## config.mk

```make
export PLATFORM = sky130hd
export DESIGN_NAME = decode_stage
export DESIGN_NICKNAME = d
export VERILOG_FILES = /design/src/rtl/decode_stage.sv
export SDC_FILE = /design/constraint.sdc
export NUM_CORES = 1
export LEC_CHECK = 0
export ABC_AREA = 1
export CAP_MARGIN = 10
export CELL_PAD_IN_SITES_DETAIL_PLACEMENT = 2
export CELL_PAD_IN_SITES_GLOBAL_PLACEMENT = 2
export CORE_MARGIN = 4
export CORE_UTILIZATION = 23
export DETAILED_ROUTE_END_ITERATION = 16
export PLACE_DENSITY = 0.73
export SLEW_MARGIN = 20
export SYNTH_ARGS = -nofsm -noshare
export SYNTH_HDL_FRONTEND = slang
export SYNTH_SLANG_ARGS = --single-unit
```

## constraint.sdc

```tcl
create_clock -name clk -period 2.15 [get_ports clk]
set_input_delay 0.43 -clock clk [delete_from_list [all_inputs] [get_ports clk]]
set_output_delay 0.43 -clock clk [all_outputs]
set_load 0.03 [all_outputs]
```

## src/rtl/decode_stage.sv

```systemverilog
// Registered RV32I/RV64I decode stage between fetch and execute.
// Latency: 1 cycle from in_valid&in_ready to out_valid.
// Backpressure: outputs held while out_valid&!out_ready; in_ready also drops on a load-scoreboard hazard.
//
// Ports:
//   clk, rst                  clock, synchronous active-high reset
//   in_valid/in_ready         fetch handshake; in_instr/in_pc carried with it
//   flush                     kill the registered instruction (and any same-cycle accept)
//   out_valid/out_ready       execute handshake; out_pc plus decoded controls
//   alu_ctrl, imm, sel_a/b    ALU function, sign-extended immediate, operand selects
//   sel_out, imm_en           destination register (0 = none), operand B = immediate
//   jmp_type, new_jmp         control-transfer kind and strobe
//   lam_control, lam_new      load/store unit command and strobe; demux_alu routes ALU to it
//   illegal                   instruction could not be decoded
//   wb_valid, wb_rd           load writeback, releases the scoreboard bit for wb_rd
module decode_stage #(
  parameter int XLEN          = 32,
  parameter bit EN_MULDIV     = 1'b0,
  parameter bit EN_SCOREBOARD = 1'b1,
  parameter int PC_SEL        = 32
) (
  input  logic            clk,
  input  logic            rst,
  input  logic            in_valid,
  output logic            in_ready,
  input  logic [31:0]     in_instr,
  input  logic [XLEN-1:0] in_pc,
  input  logic            flush,
  output logic            out_valid,
  input  logic            out_ready,
  output logic [XLEN-1:0] out_pc,
  output logic [9:0]      alu_ctrl,
  output logic [XLEN-1:0] imm,
  output logic [5:0]      sel_a,
  output logic [4:0]      sel_b,
  output logic [5:0]      sel_out,
  output logic            imm_en,
  output logic [2:0]      jmp_type,
  output logic            new_jmp,
  output logic [8:0]      lam_control,
  output logic            lam_new,
  output logic            demux_alu,
  output logic            illegal,
  input  logic            wb_valid,
  input  logic [4:0]      wb_rd
);

  localparam logic [6:0] OPC_R      = 7'b0110011;
  localparam logic [6:0] OPC_IMM    = 7'b0010011;
  localparam logic [6:0] OPC_LUI    = 7'b0110111;
  localparam logic [6:0] OPC_AUIPC  = 7'b0010111;
  localparam logic [6:0] OPC_LOAD   = 7'b0000011;
  localparam logic [6:0] OPC_STORE  = 7'b0100011;
  localparam logic [6:0] OPC_BRANCH = 7'b1100011;
  localparam logic [6:0] OPC_JAL    = 7'b1101111;
  localparam logic [6:0] OPC_JALR   = 7'b1100111;

  typedef struct packed {
    logic [9:0]      alu_ctrl;
    logic [XLEN-1:0] imm;
    logic [5:0]      sel_a;
    logic [4:0]      sel_b;
    logic [5:0]      sel_out;
    logic            imm_en;
    logic [2:0]      jmp_type;
    logic            new_jmp;
    logic [8:0]      lam_control;
    logic            lam_new;
    logic            demux_alu;
    logic            illegal;
  } dec_t;

  logic [6:0] opc;
  logic [4:0] rd, rs1, rs2;
  logic [2:0] f3;
  logic [6:0] f7;

  assign opc = in_instr[6:0];
  assign rd  = in_instr[11:7];
  assign f3  = in_instr[14:12];
  assign rs1 = in_instr[19:15];
  assign rs2 = in_instr[24:20];
  assign f7  = in_instr[31:25];

  dec_t            dec_d, dec_q;
  logic            out_valid_q;
  logic [XLEN-1:0] pc_q;
  logic [31:0]     sb_d, sb_q;
  logic [31:0]     imm32;
  logic            uses_rs1, uses_rs2, writes_rd, is_load;
  logic            hazard, in_fire;

  always_comb begin
    dec_d     = '0;
    imm32     = '0;
    uses_rs1  = 1'b0;
    uses_rs2  = 1'b0;
    writes_rd = 1'b0;
    is_load   = 1'b0;
    if (in_instr[1:0] != 2'b11) begin
      dec_d.illegal = 1'b1;
    end else begin
      unique case (opc)
        OPC_R: begin
          if (f7 == 7'b0000000 || f7 == 7'b0100000 || (EN_MULDIV && f7 == 7'b0000001)) begin
            dec_d.sel_a    = {1'b0, rs1};
            dec_d.sel_b    = rs2;
            dec_d.sel_out  = {1'b0, rd};
            dec_d.alu_ctrl = {f7, f3};
            {uses_rs1, uses_rs2, writes_rd} = 3'b111;
          end else begin
            dec_d.illegal = 1'b1;
          end
        end
        OPC_IMM: begin
          imm32          = {{20{in_instr[31]}}, in_instr[31:20]};
          dec_d.sel_a    = {1'b0, rs1};
          dec_d.sel_out  = {1'b0, rd};
          dec_d.imm_en   = 1'b1;
          // Only the shifts carry a meaningful funct7 (SRAI vs SRLI); for the rest
          // those bits are immediate data and must not leak into the ALU function.
          dec_d.alu_ctrl = (f3 == 3'b001 || f3 == 3'b101) ? {f7, f3} : {7'b0, f3};
          {uses_rs1, writes_rd} = 2'b11;
        end
        OPC_LUI, OPC_AUIPC: begin
          imm32         = {in_instr[31:12], 12'b0};
          dec_d.sel_a   = (opc == OPC_AUIPC) ? 6'(PC_SEL) : 6'd0;
          dec_d.sel_out = {1'b0, rd};
          dec_d.imm_en  = 1'b1;
          writes_rd     = 1'b1;
        end
        OPC_LOAD: begin
          // The load result returns through the LAM unit, so no ALU writeback here.
          imm32             = {{20{in_instr[31]}}, in_instr[31:20]};
          dec_d.sel_a       = {1'b0, rs1};
          dec_d.imm_en      = 1'b1;
          dec_d.lam_new     = 1'b1;
          dec_d.lam_control = {1'b0, f3, rd};
          dec_d.demux_alu   = 1'b1;
          {uses_rs1, writes_rd, is_load} = 3'b111;
        end
        OPC_STORE: begin
          imm32             = {{20{in_instr[31]}}, in_instr[31:25], in_instr[11:7]};
          dec_d.sel_a       = {1'b0, rs1};
          dec_d.sel_b       = rs2;
          dec_d.imm_en      = 1'b1;
          dec_d.lam_new     = 1'b1;
          dec_d.lam_control = {1'b1, f3, rs2};
          dec_d.demux_alu   = 1'b1;
          {uses_rs1, uses_rs2} = 2'b11;
        end
        OPC_BRANCH: begin
          if (f3 == 3'b010 || f3 == 3'b011) begin
            dec_d.illegal = 1'b1;
          end else begin
            imm32          = {{19{in_instr[31]}}, in_instr[31], in_instr[7],
                              in_instr[30:25], in_instr[11:8], 1'b0};
            dec_d.sel_a    = {1'b0, rs1};
            dec_d.sel_b    = rs2;
            dec_d.new_jmp  = 1'b1;
            dec_d.jmp_type = f3;
            // Compare op for the ALU: SUB for eq/ne, SLT for signed, SLTU for unsigned.
            unique case (f3[2:1])
              2'b00:   dec_d.alu_ctrl = 10'b0100000000;
              2'b10:   dec_d.alu_ctrl = 10'b0000000010;
              default: dec_d.alu_ctrl = 10'b0000000011;
            endcase
            {uses_rs1, uses_rs2} = 2'b11;
          end
        end
        OPC_JAL: begin
          imm32          = {{11{in_instr[31]}}, in_instr[31], in_instr[19:12],
                            in_instr[20], in_instr[30:21], 1'b0};
          dec_d.sel_out  = {1'b0, rd};
          dec_d.new_jmp  = 1'b1;
          dec_d.jmp_type = 3'b010;
          writes_rd      = 1'b1;
        end
        OPC_JALR: begin
          if (f3 != 3'b000) begin
            dec_d.illegal = 1'b1;
          end else begin
            imm32          = {{20{in_instr[31]}}, in_instr[31:20]};
            dec_d.sel_a    = {1'b0, rs1};
            dec_d.sel_out  = {1'b0, rd};
            dec_d.new_jmp  = 1'b1;
            dec_d.jmp_type = 3'b011;
            {uses_rs1, writes_rd} = 2'b11;
          end
        end
        default: dec_d.illegal = 1'b1;
      endcase
    end
    if (dec_d.illegal) begin
      dec_d         = '0;
      dec_d.illegal = 1'b1;
      imm32         = '0;
      uses_rs1      = 1'b0;
      uses_rs2      = 1'b0;
      writes_rd     = 1'b0;
      is_load       = 1'b0;
    end
    dec_d.imm = XLEN'($signed(imm32));
  end

  // Hazard looks only at the registered scoreboard: a same-cycle writeback
  // does not bypass, so the stall releases one cycle after wb_valid.
  assign hazard   = EN_SCOREBOARD &&
                    ((uses_rs1 && sb_q[rs1]) || (uses_rs2 && sb_q[rs2]) || (writes_rd && sb_q[rd]));
  assign in_ready = (!out_valid_q || out_ready) && !hazard && !rst;
  assign in_fire  = in_valid && in_ready;

  always_comb begin
    sb_d = sb_q;
    if (wb_valid) sb_d[wb_rd] = 1'b0;
    // A flushed load never reaches execute, so it must not claim its rd.
    if (in_fire && !flush && is_load && rd != 5'd0) sb_d[rd] = 1'b1;
    sb_d[0] = 1'b0;
    if (!EN_SCOREBOARD) sb_d = '0;
  end

  always_ff @(posedge clk) begin
    if (rst) begin
      out_valid_q <= 1'b0;
      dec_q       <= '0;
      pc_q        <= '0;
      sb_q        <= '0;
    end else begin
      sb_q <= sb_d;
      if (flush) begin
        out_valid_q <= 1'b0;
      end else if (in_fire) begin
        out_valid_q <= 1'b1;
        dec_q       <= dec_d;
        pc_q        <= in_pc;
      end else if (out_ready) begin
        out_valid_q <= 1'b0;
      end
    end
  end

  assign out_valid   = out_valid_q;
  assign out_pc      = pc_q;
  assign alu_ctrl    = dec_q.alu_ctrl;
  assign imm         = dec_q.imm;
  assign sel_a       = dec_q.sel_a;
  assign sel_b       = dec_q.sel_b;
  assign sel_out     = dec_q.sel_out;
  assign imm_en      = dec_q.imm_en;
  assign jmp_type    = dec_q.jmp_type;
  assign new_jmp     = dec_q.new_jmp;
  assign lam_control = dec_q.lam_control;
  assign lam_new     = dec_q.lam_new;
  assign demux_alu   = dec_q.demux_alu;
  assign illegal     = dec_q.illegal;

endmodule
```

==> impl_metrics.py <==
metrics = {
    "run_status": {
        "run_status": "finished, violations left",
        "violations": "setup timing",
    },
    "critical_path": {
        "path_buf_inv": 3,
        "worstSetupPathType": "reg -> reg",
        "max_stage_delay_ns": 0.37,
        "r2r_end": "imm[8]",
        "critPathMaxFanout": 4,
        "crit_path_start": "sb_q[2]",
        "cp_top_family": "simple AND/OR/NAND/NOR gates",
        "critical_path.endpoint_type": "flip-flop",
        "start_kind": "flip-flop",
        "rr_startpoint": "sb_q[2]",
        "r2r_cells": 16,
        "path_cells": "nand2_1 > nand3_1 > nand3_1 > nand3_1 > nand2_2 > nand2_1 > nand3_2 > nand4_4 > buf_4 > nor2_4 > buf_12 > nand2_4 > buf_6 > nand2_1 > o21ai_0 > nor2_1",
        "arrival_ns": 2.91,
        "worst_path_max_delay_cell": "dfxtp_2",
        "r2r_slack_ns": -0.41,
        "cp_data_required_time_ns": 2.50,
    },
    "synthesis": {
        "synth_xor_area_frac": 0,
        "syn_nets": 1166,
        "synth_area_sq_um": 7171,
        "synth_cell_type_count": 34,
        "synth_area_leader_cell": "dfxtp_1",
        "synth_warnings": 0,
        "synth_compound_area_frac": 0.1616,
        "synthAdderAreaFrac": 0,
        "syn_inst": 1091,
        "synth_area_leaders": "dfxtp_1 39%, nand2_1 16%, a21oi_1 9.7%",
        "avgSynthCellArea_sq_um": 6.573,
        "synth_top_family_by_area": "simple AND/OR/NAND/NOR gates",
        "yosysSeqAreaShare": 0.3853,
        "synth_top_area_share": 0.3853,
        "synthMuxAreaShare": 0,
        "synthSimpleGateAreaFrac": 0.3563,
        "synth_seq_cells": 138,
    },
    "global_routing": {
        "grtUsageMet3": 0.03691,
        "antenna_found_initial": 0,
        "met2_usage": 0.3819,
        "grt_busiest_layer": "met2",
        "track_usage": 0.2194,
        "grt_max_degree": 135,
        "grt_pass1_wl_um": 58140,
        "grt_pass1_vias": 9816,
        "overflow": 0,
        "grtUsageMet1": 0.2777,
    },
    "timing": {
        "hold_ws_ns": 0.3107,
        "worst_slew_pin_slew_ns": 0.8478,
        "finalMaxSlewViolations": 0,
        "max_slew_margin": 0.4348,
        "fin_ws_ns": -0.4092,
        "fin_setup_tns_ns": -34.93,
        "finalCriticalPeriod_ns": 2.559,
        "hold_viol_final": 0,
        "finalClockSkew_ns": 0.01620,
        "rsz0062_at_grt": "yes",
        "clock.fmax_mhz": 390.7,
        "layout_worst_path_cycle_share": 1.190,
        "setup_violations": 139,
    },
    "detailed_routing": {
        "drt_pass1_iterations": 5,
        "ant_nets": 0,
        "vias_per_cell": 5.273,
        "drt-total-wl_um": 46670,
        "drt_iter0_drc": 583,
        "avgRoutedWirePerCell_um": 25.39,
        "vias": 9692,
        "drc_errors": 0,
    },
    "finish": {
        "stdcell_count": 1838,
        "nets": 1504,
        "antenna-diode-count": 0,
        "drive_above_1_share": 0.2718,
        "area_delta_synth_final_pct": 70.20,
        "design_area_sq_um": 12200,
    },
    "job": {
        "drv_cap": 0,
    },
    "cts": {
        "clock_path_buffers": 2,
        "clk_latency_ns": 0.46,
        "cts.sinks": 138,
        "cts-root-buf": "clkbuf_16",
        "numCtsBuffers": 17,
        "path_clk_slew_ns": 0.08,
        "cts_tree": "done",
        "cts-htree-levels": 4,
    },
    "die": {
        "initial_core_util": 0.2338,
        "core_sq_um": 30670,
        "rows": 64,
        "die_area_sq_um": 34070,
        "die_w_um": 184.6,
        "top_level_ports": 185,
        "chipHeight_um": 184.6,
    },
    "placement": {
        "place_area_sq_um": 10420,
        "numPortBuffers": 183,
        "placed_cells": 1751,
        "place_congestion": 0.8580,
        "dpl.hpwl_um": 26600,
    },
    "power": {
        "power.density_nw_per_um2": 579.6,
        "irDropWorstVdd_mv": 0.5400,
        "leakagePower_nw": 4.739,
    },
    "hold_path": {
        "min_to": "sel_out[4]",
        "holdCritStartpoint": "in_instr[11]",
        "whs_path_depth": 3,
        "hold_path.class": "in -> reg",
    },
}
placed cells by master, fill, tap and decap left out, types with 7 or more instances in the layout:
master,synthesis,final
nor2_1,108,96
a21oi_1,139,121
dfxtp_4,0,13
inv_2,9,13
dlygate4sd2_1,0,13
a21oi_2,0,18
nor2_4,3,8
nand3_1,87,76
o22ai_1,21,17
o21ai_0,44,38
nor3_2,3,7
buf_12,0,20
dfxtp_2,0,18
nand3_2,2,13
clkdlybuf4s50_1,0,152
inv_1,69,60
o21ai_1,7,9
dfxtp_1,138,107
buf_2,22,7
buf_6,10,19
nand2_2,8,14
clkbuf_16,0,27
nor2_2,2,9
nand2_1,307,297
buf_4,7,151
nand4_1,49,49
how the worst max path moves through the flow:
stage | endpoint | slack, ns | cells after the start
floorplan | lam_new | 0.05 | 14
global placement | sel_a[2] | -0.80 | 13
finish | imm[8] | -0.41 | 16
global route | sel_a[0] | -0.42 | 15
detailed placement | sel_b[1] | -0.88 | 13
CTS | in_ready | -0.17 | 11
repair_timing:
item | 4_1_cts | 5_1_grt
setup buffers | 22 | 14
pin swaps | 31 | 33
cloned | 3 | 16
gates resized for setup | 152 | 102
hold buffers | 0 | 0
endpoints found under the setup margin | 139 | 139
layout make-up:
class	count	area, sq um
Fill cell	3506	18470
Inverter	82	336.6
Multi-Input combinational cell	806	4128
Clock inverter	14	166.4
Timing Repair inverter	1	7.507
Timing Repair Buffer	383	3807
Clock buffer	18	429.2
Tap cell	396	495.5
Sequential cell	138	2834
routing by layer:
metal / share of wire / up-vias
li1: - / 4311
met1: 0.41 / 4878
met2: 0.48 / 370
met3: 0.054 / 133
met4: 0.049 / 0
met5: 0 / -
where the power goes:
part           total [W]  switching [W]  internal [W]
Combinational    0.00133       0.000783      0.000546
Clock            0.00314        0.00141       0.00173
Sequential       0.00260      0.0000257       0.00258
Total            0.00707        0.00222       0.00486
sequential cells by signal (all words and copies together), names as in the netlist, 3 cells and up:
signal and cells:
sb_q 31, imm 32, out_pc 32, alu_ctrl 10, sel_b 5, sel_a 6
jmp_type 3, lam_control 9, sel_out 5
cell usage after synthesis, drive strengths merged:
cell type / n
dfxtp: 138
clkinv: 3
buf: 39
clkbuf: 28
nand4: 50
a21oi: 139
o21ai: 51
o221ai: 1
a221oi: 1
o2111ai: 4
nand2: 316
conb: 1
a2111oi: 1
nor3: 13
a31o: 1
nand3: 89
a31oi: 1
nor2: 114
o22ai: 21
inv: 79
nor4: 1
worst min-delay path: stages:
cell	delay (ns)
clkbuf_2	0.12
nand4_1	0.09
a21oi_1	0.06
metrics by stage:
stage	util	worst slack [ns]	power, W
after floorplan	-	0.05345	0.003135
after global placement	0.3396	-0.7987	0.003697
after detailed placement	0.3396	-0.8801	0.003722
after CTS	0.3741	-0.1692	0.006880
after global routing	0.3979	-0.4231	0.007306
final	0.3979	-0.4092	0.007074
cell families after synthesis:
kind of cell	after synthesis
and+or+nand+nor	583
DFF	138
other	1
AOI/OAI and AO/OA	220
buffers and inverters	149
No activity file was read; power rests on OpenSTA's default activity.
